### src/rtl/ram_slot_allocator_pkg.sv
// ram_slot_allocator_pkg: shared slot-allocator defaults and sizing helpers.
package ram_slot_allocator_pkg;
  localparam int SLOTS_DEF = 32;
  localparam int FREE_PORTS_DEF = 2;
  function automatic int pad_slots(int slot_log);
    return 1 << slot_log;
  endfunction
endpackage

### src/rtl/ram_slot_allocator_first_free_encoder.sv
// ram_slot_allocator_first_free_encoder: log-depth lowest-zero priority encoder over the slot bitmap.
module ram_slot_allocator_first_free_encoder
  import ram_slot_allocator_pkg::*;
#(
  parameter int SLOTS = SLOTS_DEF,
  parameter int SLOT_LOG = $clog2(SLOTS)
) (
  input  logic [SLOTS-1:0]    i_valid,
  output logic [SLOT_LOG-1:0] o_idx,
  output logic                o_any_free
);
  localparam int P = pad_slots(SLOT_LOG);
  logic [P-1:0]        w_pad;
  logic                w_any [2*P-1];
  logic [SLOT_LOG-1:0] w_idx [2*P-1];
  // Heap-ordered binary tree: leaves at P-1.., each node prefers its left (lower) child.
  always_comb begin
    w_pad = '1;
    w_pad[SLOTS-1:0] = i_valid;
    for (int n = 0; n < P; n++) begin
      w_any[P-1+n] = ~w_pad[n];
      w_idx[P-1+n] = SLOT_LOG'(n);
    end
    for (int n = P - 2; n >= 0; n--) begin
      w_any[n] = w_any[2*n+1] | w_any[2*n+2];
      w_idx[n] = w_any[2*n+1] ? w_idx[2*n+1] : w_idx[2*n+2];
    end
  end
  assign o_idx = w_idx[0];
  assign o_any_free = w_any[0];
endmodule

### src/rtl/ram_slot_allocator.sv
// ram_slot_allocator: owns the slot-valid bitmap, grants lowest free slot, retires multi-port releases.
module ram_slot_allocator
  import ram_slot_allocator_pkg::*;
#(
  parameter int SLOTS = SLOTS_DEF,
  parameter int SLOT_LOG = $clog2(SLOTS),
  parameter int FREE_PORTS = FREE_PORTS_DEF
) (
  input  logic                           clk,
  input  logic                           rst_n,
  input  logic                           i_flush,
  input  logic                           i_alloc_req,
  output logic                           o_alloc_gnt,
  output logic [SLOT_LOG-1:0]            o_alloc_idx,
  input  logic [FREE_PORTS-1:0]          i_free_vld,
  input  logic [FREE_PORTS*SLOT_LOG-1:0] i_free_idx,
  output logic [SLOTS-1:0]               o_valid,
  output logic [SLOT_LOG:0]              o_count,
  output logic                           o_full,
  output logic                           o_empty,
  output logic                           o_free_err
);
  logic [SLOTS-1:0]    r_valid, w_clr, w_set;
  logic [SLOT_LOG:0]   r_count, w_nfree;
  logic [SLOT_LOG-1:0] r_idx, w_idx, w_fidx;
  logic                r_gnt, r_err, w_err, w_any_free, w_grant;
  ram_slot_allocator_first_free_encoder #(.SLOTS(SLOTS), .SLOT_LOG(SLOT_LOG)) u_ffe (
    .i_valid(r_valid),
    .o_idx(w_idx),
    .o_any_free(w_any_free)
  );
  // Duplicate frees of one index collapse in the OR mask, so w_nfree counts distinct slots.
  always_comb begin
    w_clr = '0;
    w_err = 1'b0;
    w_fidx = '0;
    w_nfree = '0;
    for (int p = 0; p < FREE_PORTS; p++) begin
      w_fidx = i_free_idx[p*SLOT_LOG +: SLOT_LOG];
      if (i_free_vld[p]) begin
        if ({1'b0, w_fidx} < (SLOT_LOG+1)'(SLOTS) && r_valid[w_fidx]) w_clr[w_fidx] = 1'b1;
        else w_err = 1'b1;
      end
    end
    for (int i = 0; i < SLOTS; i++) w_nfree = w_nfree + (SLOT_LOG+1)'(w_clr[i]);
  end
  assign w_grant = i_alloc_req & w_any_free;
  assign w_set = w_grant ? SLOTS'(1) << w_idx : '0;
  always_ff @(posedge clk or negedge rst_n) begin
    if (!rst_n) begin
      r_valid <= '0;
      r_count <= '0;
      r_gnt <= 1'b0;
      r_idx <= '0;
      r_err <= 1'b0;
    end else if (i_flush) begin
      r_valid <= '0;
      r_count <= '0;
      r_gnt <= 1'b0;
      r_idx <= '0;
      r_err <= 1'b0;
    end else begin
      r_valid <= (r_valid & ~w_clr) | w_set;
      r_count <= r_count + (SLOT_LOG+1)'(w_grant) - w_nfree;
      r_gnt <= w_grant;
      r_idx <= w_grant ? w_idx : '0;
      r_err <= r_err | w_err;
    end
  end
  assign o_valid = r_valid;
  assign o_count = r_count;
  assign o_alloc_gnt = r_gnt;
  assign o_alloc_idx = r_idx;
  assign o_free_err = r_err;
  assign o_full = r_count == (SLOT_LOG+1)'(SLOTS);
  assign o_empty = r_count == '0;
endmodule
### config.mk
export PLATFORM = sky130hd
export DESIGN_NAME = ram_slot_allocator
export DESIGN_NICKNAME = d
export VERILOG_FILES = /design/src/rtl/ram_slot_allocator_pkg.sv /design/src/rtl/ram_slot_allocator_first_free_encoder.sv /design/src/rtl/ram_slot_allocator.sv
export SDC_FILE = /design/constraint.sdc
export NUM_CORES = 1
export LEC_CHECK = 0
export ABC_AREA = 1
export BUFFER_PORTS_ARGS = -buffer_cell sky130_fd_sc_hd__buf_4
export CAP_MARGIN = 20
export CORE_MARGIN = 2
export CORE_UTILIZATION = 45
export DETAILED_ROUTE_END_ITERATION = 10
export PLACE_DENSITY_LB_ADDON = 0.12
export SETUP_SLACK_MARGIN = 0.3
export SYNTH_ARGS = -nofsm -noshare
export SYNTH_HDL_FRONTEND = slang
export SYNTH_SLANG_ARGS = --single-unit
### constraint.sdc
create_clock -name clk -period 7 [get_ports clk]
set_input_delay 1.4 -clock clk [delete_from_list [all_inputs] [get_ports clk]]
set_output_delay 1.4 -clock clk [all_outputs]
set_load 0.1 [all_outputs]
; Word level (Yosys, flattened, before mapping)
; Index checks and enable logic that the tools add are counted.
[word_totals]
out_inout_bits = 47
elab_cells = 170
ff_bits = 45
input_bits = 16
[op_classes]
magnitude_cmp = 4
eq_ne = 1
n_addsub = 33
n_reduce_logical = 3
muxes = 54
shifts = 1
bitwise = 69
[op_table]
columns = cell, count
row1 = 32-bit 2-to-1 mux, 6
row2 = 6-bit by 1-bit adder with 6-bit output, 27
row3 = 5-bit 2-to-1 mux, 17
row4 = 32-bit OR, 2
row5 = 32-bit AND, 1
row6 = 1-bit inverter, 32
row7 = 32-bit inverter, 1
row8 = 1-bit OR, 32
row9 = 1-bit by 5-bit left shift with 32-bit output (first input constant), 1
row10 = 1-bit 2-to-1 mux, 26
row11 = 5-bit by 6-bit less-than comparator with 1-bit output (second input constant), 2
row12 = 1-bit binary-select mux with 5-bit select, 2
row13 = 1-bit demux with 5-bit select, 2
row14 = 5-bit by 1-bit greater-or-equal comparator with 1-bit output (second input constant), 2
row15 = 5-bit by 1-bit adder with 6-bit output, 1
row16 = 6-bit == test (second input constant), 1
row17 = 6-bit logical NOT, 1
row18 = 6-bit 2-to-1 mux, 1
row19 = 6-bit subtractor, 1
row20 = 4-bit by 1-bit adder with 5-bit output, 1
row21 = 3-bit by 1-bit adder with 4-bit output, 1
row22 = 2-bit by 1-bit adder with 3-bit output, 1
row23 = 1-bit by 1-bit adder with 2-bit output, 1
row24 = 1-bit logical AND, 2
row25 = 1-bit AND, 1

; Longest topological paths before layout
; Gate-level depths: netlist (run 1).
[depth]
word_depth = 42
depth_mapped = 33
mapped_depth_nobuf = 31

; Modules after synthesis
; From an unflattened synthesis (run 1), not the netlist that was laid out.
[hier_totals]
cells_unflattened = 783
area_unflattened_um2 = 5142.4
[modules_own_cells]
columns = mod, seq_area_each_um2, area_each_um2, instances, cells_each
row1 = ram_slot_allocator, 1126.1, 4670.7, 1, 686
row2 = ram_slot_allocator_first_free_encoder, 0.0, 471.7, 1, 97

; Least setup slack after synthesis (run 1)
; No wires, ideal clock.
[synth_timing]
path_kind = input -> register
startpoint = in i_free_idx[5]
endpoint = reg r_count[5] (netlist: o_count[5])
setup_ps = 77
path_stages = 28
slack_ps = -232
t_arrival_ps = 7154
path_cell_list = buf_6 -> inv_2 -> buf_6 -> nor2_1 -> o21ai_0 -> nand2_1 -> nand2_1 -> nand2_1 -> nor2_4 -> buf_2 -> nand4_1 -> and2_1 -> fa_1 -> ha_1 -> fa_1 -> inv_1 -> fa_1 -> inv_1 -> fa_1 -> fa_1 -> fa_1 -> fa_1 -> ha_1 -> a21oi_1 -> inv_1 -> a21oi_1 -> o21ai_0 -> a21oi_1
[synth_between]
elab_chain_len = 40
[synth_rtl]
columns = element, line
row1 = "start, declared", ram_slot_allocator.sv:16  ; input logic [FREE_PORTS*SLOT_LOG-1:0] i_free_idx,
row2 = 5-bit by 6-bit less-than comparator with 1-bit output (not written as such) or 5-bit by 1-bit greater-or-equal comparator with 1-bit output (tied branches), ram_slot_allocator.sv:41  ; if ({1'b0, w_fidx} < (SLOT_LOG+1)'(SLOTS) && r_valid[w_fidx]) w_clr[w_fidx] = 1'b1;
row3 = 1-bit logical AND (not written as such), ram_slot_allocator.sv:41
row4 = 1-bit 2-to-1 mux (not written as such), ram_slot_allocator.sv:41
row5 = 1-bit demux with 5-bit select, ram_slot_allocator.sv:41
row6 = 32-bit OR (no source line), -
row7 = 32-bit 2-to-1 mux (*), ram_slot_allocator.sv:41
row8 = 32-bit 2-to-1 mux (*), ram_slot_allocator.sv:40  ; if (i_free_vld[p]) begin
row9 = 1-bit by 1-bit adder with 2-bit output, ram_slot_allocator.sv:45  ; for (int i = 0; i < SLOTS; i++) w_nfree = w_nfree + (SLOT_LOG+1)'(w_clr[i]);
row10 = 2-bit by 1-bit adder with 3-bit output, ram_slot_allocator.sv:45
row11 = 3-bit by 1-bit adder with 4-bit output, ram_slot_allocator.sv:45
row12 = 4-bit by 1-bit adder with 5-bit output, ram_slot_allocator.sv:45
row13 = 5-bit by 1-bit adder with 6-bit output, ram_slot_allocator.sv:45
row14 = 6-bit by 1-bit adder with 6-bit output (25 in a row), ram_slot_allocator.sv:45
row15 = 6-bit by 1-bit adder with 6-bit output (*), ram_slot_allocator.sv:45
row16 = 6-bit subtractor (*), ram_slot_allocator.sv:64  ; r_count <= r_count + (SLOT_LOG+1)'(w_grant) - w_nfree;
row17 = 6-bit 2-to-1 mux (*), ram_slot_allocator.sv:56  ; end else if (i_flush) begin
row18 = "end signal, assigned", ram_slot_allocator.sv:64
row19 = "end, declared", ram_slot_allocator.sv:24  ; logic [SLOT_LOG:0] r_count, w_nfree;
; Mark *: on every way between the ends. The rest lies on a longest branch, timed or not. The select of a mux whose other input is x is not followed.

; Final worst setup path (run 1)
; Same ends and word-level chain as after synthesis.

==> impl_metrics.env, run 1 <==
export IMPL_hold_path_class="reg -> reg"
export IMPL_clock_latency_ps=310
export IMPL_rows=38
export IMPL_syn_area_um2=5090
export IMPL_yosys_register_bits=45
export IMPL_fillCellCount=1021
export IMPL_slew_headroom_pct=41.0
export IMPL_rsz0062_at_grt="yes"
export IMPL_drive_gt1_share_pct=27.3
export IMPL_io_buffer_count=62
export IMPL_path_common_cell="fa_1"
export IMPL_drtIter0Drc=504
export IMPL_antenna_found_initial=0
export IMPL_dr_pass1_iters=5
export IMPL_crit_slowest_cell="fa_1"
export IMPL_clockBufferDepth=2
export IMPL_post_route_period_util_pct=96.9
export IMPL_powerDensity_nw_per_um2=201
export IMPL_tightest_slew_ps=882
export IMPL_synth_distinct_cells=30
export IMPL_fin_tns_setup_ps=0
export IMPL_synth_edf_count=0
export IMPL_pwr_share_seq_pct=21.6
export IMPL_critPathCaptureType="flip-flop"
export IMPL_slowest_delay_ps=550
export IMPL_maxCapViolCount=0
export IMPL_switchingPower_uw=641
export IMPL_synthFlopType="dfrtp_1"
export IMPL_crit_path_start_kind="primary input"
export IMPL_dieHeight_um=110
export IMPL_cts_root_buf="clkbuf_16"
export IMPL_cts_tree="yes"
export IMPL_synth_avg_cell_area_um2=6.72
export IMPL_die_x_um=110
export IMPL_hold_violations=0
export IMPL_critical_path_class="in -> reg"
export IMPL_setup_violations=0
export IMPL_syn_nets=834
export IMPL_dpl_cell_area_um2=6430
export IMPL_clk_pin_slew_ps=70
export IMPL_cts_num_sinks=45
export IMPL_wire_per_inst_um=18.8
export IMPL_drt_wl_total_um=19700
export IMPL_grt_max_degree=46
export IMPL_synth_top_area_cell="dfrtp_1"
export IMPL_core_um2=10900
export IMPL_yosys_warnings=0
export IMPL_p_comb_share_pct=60.1
export IMPL_cp_required_ps=7230
export IMPL_antenna_cells=0
export IMPL_area_delta_synth_final_pct=34.7
export IMPL_first_global_vias=5551
export IMPL_clock_power_share_pct=18.3
export IMPL_die_area_um2=12200
export IMPL_maxSlewViolCount=0
export IMPL_yosys_top_cells_count="207 x nand2_1, 102 x inv_1, 80 x nor2_1"
export IMPL_synth_most_common_cell="nand2_1"
export IMPL_regArea_um2=1130
export IMPL_post_route_min_period_ps=6780
export IMPL_cp_data_arrival_time_ps=7020
export IMPL_finalPower_mw=1.38
export IMPL_syn_inst=758
export IMPL_drc=0
export IMPL_vias_per_cell=5.54
export IMPL_outcome="completed"
export IMPL_critPathMaxFanout=12
export IMPL_ant_nets=0
export IMPL_grt_pass1_wl_um=29600
export IMPL_cellLeakagePower_nw=3.33
export IMPL_cts_made_buffers=5
export IMPL_vdd_ir_drop_worst_uv=341
export IMPL_final_util_pct=62.7
export IMPL_pin_count=63
export IMPL_synth_top_area_share_pct=22.1
export IMPL_htree_num_levels=2
export IMPL_p_int_uw=740
export IMPL_fin_skew_ps=6.88
export IMPL_multiInputGateArea_um2=3610
export IMPL_dr_total_vias=5806
export IMPL_final_area_um2=6860
export IMPL_detailed_place_hpwl_um=15800
export IMPL_fmax_ghz=0.147
export IMPL_gp_congestion=1.00
export IMPL_overflow=0
export IMPL_fin_nets=983
export IMPL_switching_share_pct=46.4
export IMPL_async_flop_share_pct=100
export IMPL_initial_utilization_pct=46.6
export IMPL_netlist_top_cells_area="dfrtp_1 22%, nand2_1 15%, fa_1 11%"
export IMPL_grtUsageTotal_pct=33.3
export IMPL_seq_area_frac_synth_pct=22.1
export IMPL_hold_slack_ps=578
==> what timing repair did <==
action,4_1_cts,5_1_grt
gates resized for setup,12,29
pin swaps,2,27
setup buffers,0,10
endpoints found under the hold margin,0,0
hold buffers,0,0
endpoints found under the setup margin,3,3
cloned,0,2
==> sequential cells by signal, indices dropped and copies added (netlist names) <==
| register | flops |
|---|---|
| o_valid | 32 |
| o_count | 6 |
| o_alloc_idx | 5 |
| o_alloc_gnt | 1 |
| o_free_err | 1 |
==> power groups by stage <==
stage	Combinational [mW]	Sequential, mW	Clock (mW)
finish	0.829	0.299	0.253
global route	0.902	0.302	0.264
CTS	0.799	0.298	0.256
detailed placement	0.792	0.303	0
global placement	0.752	0.301	0
floorplan	0.462	0.409	0
==> path summary, 6_finish.rpt <==
path | depth (start not counted) | slack (ps) | startpoint | end
worst min-delay path | 4 | 580 | o_free_err | o_free_err
min in group asynchronous | 1 | 1090 | rst_n | o_free_err
worst max-delay path | 30 | 220 | i_free_idx[5] | o_count[5]
worst max register to register | 27 | 970 | o_valid[20] | o_count[5]
max in group asynchronous | 1 | 5450 | rst_n | o_valid[10]
worst min register to register | 4 | 580 | o_free_err | o_free_err
==> routing by layer <==
layer  track usage (%)  part of all wire [%]  vias to the layer above
met5                 0                     0                        -
met4              14.4                   3.7                        0
met3              6.70                   9.0                       46
met2              52.0                    45                      299
met1              44.7                    42                     2712
li1                  -                     -                     2749
==> cells by family after synthesis <==
kind of cell    synth area share (%)
fa+ha+maj                       19.0
simple gates                    41.8
flops                           22.1
xor+xnor                       0.688
buf+inv                         10.8
compound gates                  5.60
==> worst max-delay path, delay by kind of cell <==
kind | cells | cell delay [ps]
adder cells (fa/ha/maj) | 9 | 3580
AND/OR/NAND/NOR | 9 | 900
buffers and inverters | 7 | 630
AO/OA/AOI/OAI | 5 | 500
==> cell usage in the layout (no fill, tap or decap), types with 15 or more instances in the layout <==
master,instances
nand2_1,202
buf_4,153
inv_1,94
nor2_1,79
nand3_1,60
dfrtp_1,45
nand4_1,39
a21oi_1,34
ha_1,24
nor3_1,20
fa_1,15
==> cell type report <==
| cell class | instances | share of cell area (%) |
|---|---|---|
| clock inverter | 3 | 0.328 |
| inverter | 108 | 6.17 |
| sequential | 45 | 16.4 |
| multi-input combinational | 581 | 52.6 |
| tap | 140 | 2.55 |
| clock buffer | 5 | 1.82 |
| timing repair buffer | 166 | 20.1 |
==> through the flow <==
stage | std cells | setup WS, ps
after CTS | 1035 | 276
after detailed placement | 1027 | -154
after global routing | 1048 | -44.0
after floorplan | 758 | 179
final | 1048 | 218
after global placement | 1027 | -119
Note: power is estimated with default switching activity, not from simulation.
==> run 2, diff against run 1 <==
--- a/config.mk
+++ b/config.mk
@@ -9,10 +9,12 @@
 export BUFFER_PORTS_ARGS = -buffer_cell sky130_fd_sc_hd__buf_4
 export CAP_MARGIN = 20
 export CORE_MARGIN = 2
-export CORE_UTILIZATION = 45
+export CORE_UTILIZATION = 30
 export DETAILED_ROUTE_END_ITERATION = 10
+export HOLD_SLACK_MARGIN = 0.15
 export PLACE_DENSITY_LB_ADDON = 0.12
 export SETUP_SLACK_MARGIN = 0.3
 export SYNTH_ARGS = -nofsm -noshare
 export SYNTH_HDL_FRONTEND = slang
+export SYNTH_HIERARCHICAL = 1
 export SYNTH_SLANG_ARGS = --single-unit
==> run 2 against run 1 <==
Effect of this change: routed wire length grew 9.0%; global-route usage shrank 9.1 points; first-iteration DRC count grew 3.8%; largest cell class unchanged; die area grew 49%; clock-buffer cell count grew 1; via count shrank 0.88%; critical path type unchanged; clock power grew 19%; synthesized area grew 1.0%; cell area grew 10%.
==> impl_metrics.env, run 2 <==
export IMPL_slew_headroom_pct=31.4
export IMPL_grt_busiest_layer="met2"
export IMPL_dr_pass1_iters=5
export IMPL_fillCellCount=1755
export IMPL_synth_top_area_cell="dfrtp_1"
export IMPL_maxCapViolCount=0
export IMPL_critPathCaptureType="flip-flop"
export IMPL_crit_slowest_cell="fa_1"
export IMPL_vias_per_cell=4.88
export IMPL_cts_num_sinks=45
export IMPL_antenna_found_initial=0
export IMPL_htree_num_levels=2
export IMPL_detailed_place_hpwl_um=16800
export IMPL_critical_path_buf_inv_count=8
export IMPL_slowest_delay_ps=540
export IMPL_first_global_vias=5694
export IMPL_wire_per_inst_um=18.2
export IMPL_syn_nets=859
export IMPL_clockBufferDepth=2
export IMPL_p_comb_share_pct=58.2
export IMPL_drive_gt1_share_pct=33.2
export IMPL_grt_pass1_wl_um=32800
export IMPL_seq_area_frac_synth_pct=21.9
export IMPL_cts_root_buf="clkbuf_16"
export IMPL_overflow=0
export IMPL_pwr_share_seq_pct=20.7
export IMPL_cts_tree="yes"
export IMPL_clock_power_share_pct=21.1
export IMPL_synth_top_area_share_pct=21.9
export IMPL_synth_edf_count=0
export IMPL_gp_congestion=0.986
export IMPL_yosys_warnings=6
export IMPL_die_x_um=135
export IMPL_switching_share_pct=44.2
export IMPL_final_area_um2=7550
export IMPL_final_cell_mix="225 x nand2_1, 166 x buf_4, 92 x inv_1"
export IMPL_rows=47
export IMPL_powerDensity_nw_per_um2=189
export IMPL_fin_nets=1034
export IMPL_clk_pin_slew_ps=80
export IMPL_vdd_ir_drop_worst_uv=179
export IMPL_hold_violations=0
export IMPL_core_um2=16600
export IMPL_initial_utilization_pct=30.9
export IMPL_synth_most_common_cell="nand2_1"
export IMPL_io_buffer_count=62
export IMPL_die_area_um2=18200
export IMPL_yosys_top_cells_count="251 x nand2_1, 100 x inv_1, 90 x nor2_1"
export IMPL_p_int_uw=798
export IMPL_use_met2_pct=37.0
export IMPL_switchingPower_uw=632
export IMPL_post_route_min_period_ps=6780
export IMPL_fmax_ghz=0.147
export IMPL_cts_made_buffers=5
export IMPL_setup_violations=0
export IMPL_area_delta_synth_final_pct=46.8
export IMPL_cp_data_arrival_time_ps=6970
export IMPL_use_met1_pct=36.2
export IMPL_maxSlewViolCount=0
export IMPL_hold_slack_ps=576
export IMPL_post_route_period_util_pct=96.9
export IMPL_drtIter0Drc=523
export IMPL_largest_reg_flops=32
export IMPL_synthFlopType="dfrtp_1"
export IMPL_use_met3_pct=2.67
export IMPL_hold_path_class="reg -> reg"
export IMPL_grt_max_degree=46
export IMPL_async_flop_share_pct=100
export IMPL_netlist_top_cells_area="dfrtp_1 22%, nand2_1 18%, fa_1 11%"
export IMPL_dieHeight_um=135
export IMPL_grtUsageTotal_pct=24.2
export IMPL_critical_path_class="in -> reg"
export IMPL_crit_family="adder cells"
export IMPL_synth_avg_cell_area_um2=6.57
export IMPL_critPathMaxFanout=6
export IMPL_yosys_register_bits=45
export IMPL_cellLeakagePower_nw=3.64
export IMPL_fin_skew_ps=6.64
export IMPL_dr_total_vias=5755
export IMPL_crit_path_start_kind="primary input"
export IMPL_syn_inst=783
export IMPL_pin_count=63
export IMPL_dpl_cell_area_um2=6650
export IMPL_tightest_slew_ps=1030
export IMPL_synth_distinct_cells=36
export IMPL_antenna_cells=0
export IMPL_ant_nets=0
export IMPL_outcome="completed"
export IMPL_syn_area_um2=5140
export IMPL_drc=0
export IMPL_rsz0062_at_grt="yes"
export IMPL_drt_wl_total_um=21500
export IMPL_final_common_cell="nand2_1"
export IMPL_cp_required_ps=7190
export IMPL_clock_latency_ps=310
-- run 2: final cells by class --
class                      instances  area, um^2  area share [%]
multi-input combinational        609        3860            51.2
clock buffer                       6         139            1.84
timing repair buffer             186        1660            22.0
clock inverter                     2        37.5           0.497
sequential                        45        1130            14.9
inverter                         111         444            5.89
tap                              220         275            3.65
-- run 2: kinds of logic after synthesis --
family | after synthesis | synth area share [%]
AND/OR/NAND/NOR | 498 | 44.0
buffers and inverters | 129 | 9.88
flip-flops | 45 | 21.9
XOR/XNOR | 4 | 0.681
AO/OA/AOI/OAI | 47 | 4.67
adder cells (fa/ha/maj) | 60 | 18.8
-- run 2: power groups by stage --
stage,sequential (mW),clock (mW),combinational [mW]
6_report,0.296,0.302,0.832
5_1_grt,0.299,0.318,0.927
4_1_cts,0.296,0.312,0.766
3_5_place_dp,0.301,0,0.738
3_3_place_gp,0.302,0,0.744
2_1_floorplan,0.411,0,0.441
-- run 2: timing repair --
action,in CTS,in global routing
gates resized for setup,46,71
hold buffers,0,0
cloned,4,2
pin swaps,10,20
buffers inserted,11,7
endpoints found under the setup margin,3,3
-- run 2: worst register-to-register path: stages (launching register included) --
cell and delay [ps]:
dfrtp_1 580, nor2_1 110, nor2_1 130, nand2_1 60, nand2_1 70, nand2_2 70, nor2_4 270, nand2_4 150
inv_4 110, buf_12 110, nand3_2 60, and2_4 150, fa_1 510, ha_4 190, ha_1 180, inv_1 60
fa_2 450, fa_1 540, inv_2 50, fa_2 370, fa_1 500, fa_1 430, ha_1 300, a21oi_2 130
inv_1 60, a21oi_2 150, buf_4 120, a21oi_1 50
-- run 2: per-layer routing --
| layer | share of wire, % | up-vias | wire, um |
|---|---|---|---|
| met2 | 44 | 183 | 9500 |
| met3 | 5.3 | 26 | 1140 |
| met1 | 49 | 2720 | 10400 |
| li1 | - | 2826 | - |
| met4 | 1.9 | 0 | 403 |
| met5 | 0 | - | 0 |
-- run 2: final timing paths --
check | startpoint | end | slack, ps | cells past startpoint
setup / recovery | i_free_idx[5] | o_count[5] | 220 | 30
hold / removal | o_free_err | o_free_err | 580 | 4
setup reg to reg | o_valid[21] | o_count[5] | 930 | 27
hold reg to reg | o_free_err | o_free_err | 580 | 4
max in group asynchronous | rst_n | o_valid[19] | 5430 | 1
min in group asynchronous | rst_n | o_count[1] | 1110 | 1
-- run 2: stage by stage --
stage / utilization [%] / total power, mW / cells / setup WS [ps] / TNS, ps
3_3_place_gp: 40.0 / 1.05 / 1147 / -184 / -497
4_1_cts: 43.1 / 1.37 / 1170 / 220 / 0
2_1_floorplan: - / 0.851 / 783 / 290 / 0
3_5_place_dp: 40.0 / 1.04 / 1147 / -222 / -559
5_1_grt: 45.4 / 1.54 / 1179 / -15.3 / -15.3
6_report: 45.4 / 1.43 / 1179 / 218 / 0
==> run 3, diff against run 2 <==
--- a/config.mk
+++ b/config.mk
@@ -8,6 +8,8 @@
 export ABC_AREA = 1
 export BUFFER_PORTS_ARGS = -buffer_cell sky130_fd_sc_hd__buf_4
 export CAP_MARGIN = 20
+export CELL_PAD_IN_SITES_DETAIL_PLACEMENT = 2
+export CELL_PAD_IN_SITES_GLOBAL_PLACEMENT = 2
 export CORE_MARGIN = 2
 export CORE_UTILIZATION = 30
 export DETAILED_ROUTE_END_ITERATION = 10
==> run 3 against run 2 <==
Effect of this change: the flow now finishes with violations (setup timing); die area did not move; sequential power rose by 1%; core utilization rose by 0.84 points; worst setup slack got worse by 380 ps; flip-flop and latch count stayed put; first-iteration DRC count is 11% lower; cell area rose by 1.9%; clock-buffer cell count down 1; critical endpoint is now o_count[3]; highest routed layer unchanged.
==> impl_metrics.env, run 3 (same netlist as run 2, synthesis figures left out) <==
export IMPL_outcome="finished with violations"
export IMPL_violations="setup timing"
export IMPL_dieHeight_um=135
export IMPL_drtIter0Drc=466
export IMPL_clockBufferDepth=2
export IMPL_overflow=0
export IMPL_crit_path_start_kind="primary input"
export IMPL_area_delta_synth_final_pct=49.5
export IMPL_fin_nets=1047
export IMPL_final_common_cell="nand2_1"
export IMPL_die_x_um=135
export IMPL_slew_headroom_pct=43.4
export IMPL_grt_pass1_wl_um=44400
export IMPL_first_global_vias=7180
export IMPL_wire_per_inst_um=26.2
export IMPL_critPathMaxFanout=6
export IMPL_clock_power_share_pct=17.3
export IMPL_drive_gt1_share_pct=36.4
export IMPL_fmax_ghz=0.140
export IMPL_clock_latency_ps=300
export IMPL_gp_congestion=0.963
export IMPL_cellLeakagePower_nw=3.69
export IMPL_clk_pin_slew_ps=80
export IMPL_largest_reg_flops=32
export IMPL_fin_skew_ps=10.1
export IMPL_antenna_cells=0
export IMPL_vias_per_cell=5.45
export IMPL_post_route_period_util_pct=102
export IMPL_cts_tree="yes"
export IMPL_tightest_slew_ps=845
export IMPL_io_buffer_count=62
export IMPL_place_ws_ps=-504
export IMPL_cts_num_sinks=45
export IMPL_hold_path_class="reg -> reg"
export IMPL_grtUsageTotal_pct=33.3
export IMPL_drc=0
export IMPL_switching_share_pct=47.3
export IMPL_grt_max_degree=46
export IMPL_vdd_ir_drop_worst_uv=287
export IMPL_hold_violations=0
export IMPL_cts_root_buf="clkbuf_16"
export IMPL_final_cell_mix="222 x nand2_1, 175 x buf_4, 86 x inv_1"
export IMPL_layout_setup_ws_ps=-159
export IMPL_dpl_cell_area_um2=6690
export IMPL_antenna_found_initial=0
export IMPL_p_int_uw=800
export IMPL_pwr_share_seq_pct=19.8
export IMPL_core_um2=16600
export IMPL_final_area_um2=7690
export IMPL_rr_worst_depth=27
export IMPL_setup_violations=3
export IMPL_switchingPower_uw=718
export IMPL_maxSlewViolCount=0
export IMPL_drt_wl_total_um=31300
export IMPL_powerDensity_nw_per_um2=197
export IMPL_cp_data_arrival_time_ps=7390
export IMPL_post_route_min_period_ps=7160
export IMPL_dr_total_vias=6495
export IMPL_maxCapViolCount=0
export IMPL_ant_nets=0
export IMPL_rows=47
export IMPL_cts_made_buffers=5
export IMPL_pin_count=63
export IMPL_dr_pass1_iters=5
export IMPL_initial_utilization_pct=30.9
export IMPL_critPathCaptureType="flip-flop"
export IMPL_die_area_um2=18200
export IMPL_htree_num_levels=2
export IMPL_detailed_place_hpwl_um=22400
export IMPL_cp_required_ps=7230
export IMPL_critical_path_class="in -> reg"
export IMPL_p_comb_share_pct=63.0
export IMPL_min_path_cells=4
export IMPL_rsz0062_at_grt="yes"
[run 3: cell types whose count changed in the layout (fill, tap and decap cells not counted), sizes merged]
cell,change
clkbuf,-2
clkinv,+1
buf,+14
bufinv,-1
clkinvlp,+1
[run 3: layout make-up]
class | instances | area (um^2)
well taps | 220 | 275
multi-input cells | 609 | 3930
fillers | 1921 | 8950
clock inverters | 3 | 25.0
clock buffers | 5 | 125
inverters | 111 | 460
flip-flops and latches | 45 | 1130
repair buffers | 199 | 1740
[run 3: what timing repair did]
item,in CTS,in global routing
pin swaps,24,53
resized for setup,97,61
endpoints found under the setup margin,3,4
cloned,3,1
hold buffers,0,0
setup buffers,13,13
[run 3: worst max-delay path, cell delays in order]
cell and delay, ps:
buf_12 120, inv_6 50, nand2_4 90, nor2_1 50, nor2_1 140, nand2_1 90
nand2_1 80, nand2_2 70, nor2_4 220, nand2_4 150, nor3_1 240, buf_4 190
a21oi_1 80, fa_1 470, ha_2 220, fa_1 590, ha_2 200, inv_2 40
fa_1 540, inv_2 50, fa_2 340, fa_1 550, fa_1 450, buf_4 150
buf_4 130, fa_2 550, inv_1 40, nor2_1 90
[run 3: power by group through the flow]
stage / combinational, mW / sequential [mW] / clock (mW)
3_5_place_dp: 0.816 / 0.303 / 0
6_report: 0.956 / 0.300 / 0.262
5_1_grt: 1.03 / 0.302 / 0.270
2_1_floorplan: 0.441 / 0.411 / 0
4_1_cts: 0.883 / 0.298 / 0.266
3_3_place_gp: 0.750 / 0.303 / 0
[run 3: worst paths after layout]
kind | to | slack [ps] | startpoint
worst max-delay path | o_count[3] | -160 | i_free_idx[6]
worst max register to register | o_count[3] | 450 | o_valid[14]
max in group asynchronous | o_valid[4] | 5400 | rst_n
worst min register to register | o_free_err | 550 | o_free_err
min in group asynchronous | o_count[4] | 1110 | rst_n
worst min-delay path | o_free_err | 550 | o_free_err
[run 3: stage by stage]
step / hold slack [ps] / power (mW) / std cells / setup TNS, ps / utilization, %
global route: 603 / 1.60 / 1192 / -1030 / 46.2
floorplan: 1060 / 0.851 / 783 / 0 / -
global placement: 536 / 1.05 / 1152 / -610 / 40.2
detailed placement: 543 / 1.12 / 1152 / -1390 / 40.2
CTS: 562 / 1.45 / 1176 / -20.7 / 44.2
finish: 552 / 1.52 / 1192 / -424 / 46.2
[run 3: routing by layer]
layer,track usage [%],vias to the layer above,part of all wire (%)
met5,0,-,0
met4,14.6,0,4.7
met3,5.18,81,5.0
met2,56.8,219,49
met1,41.6,3356,41
li1,-,2839,-
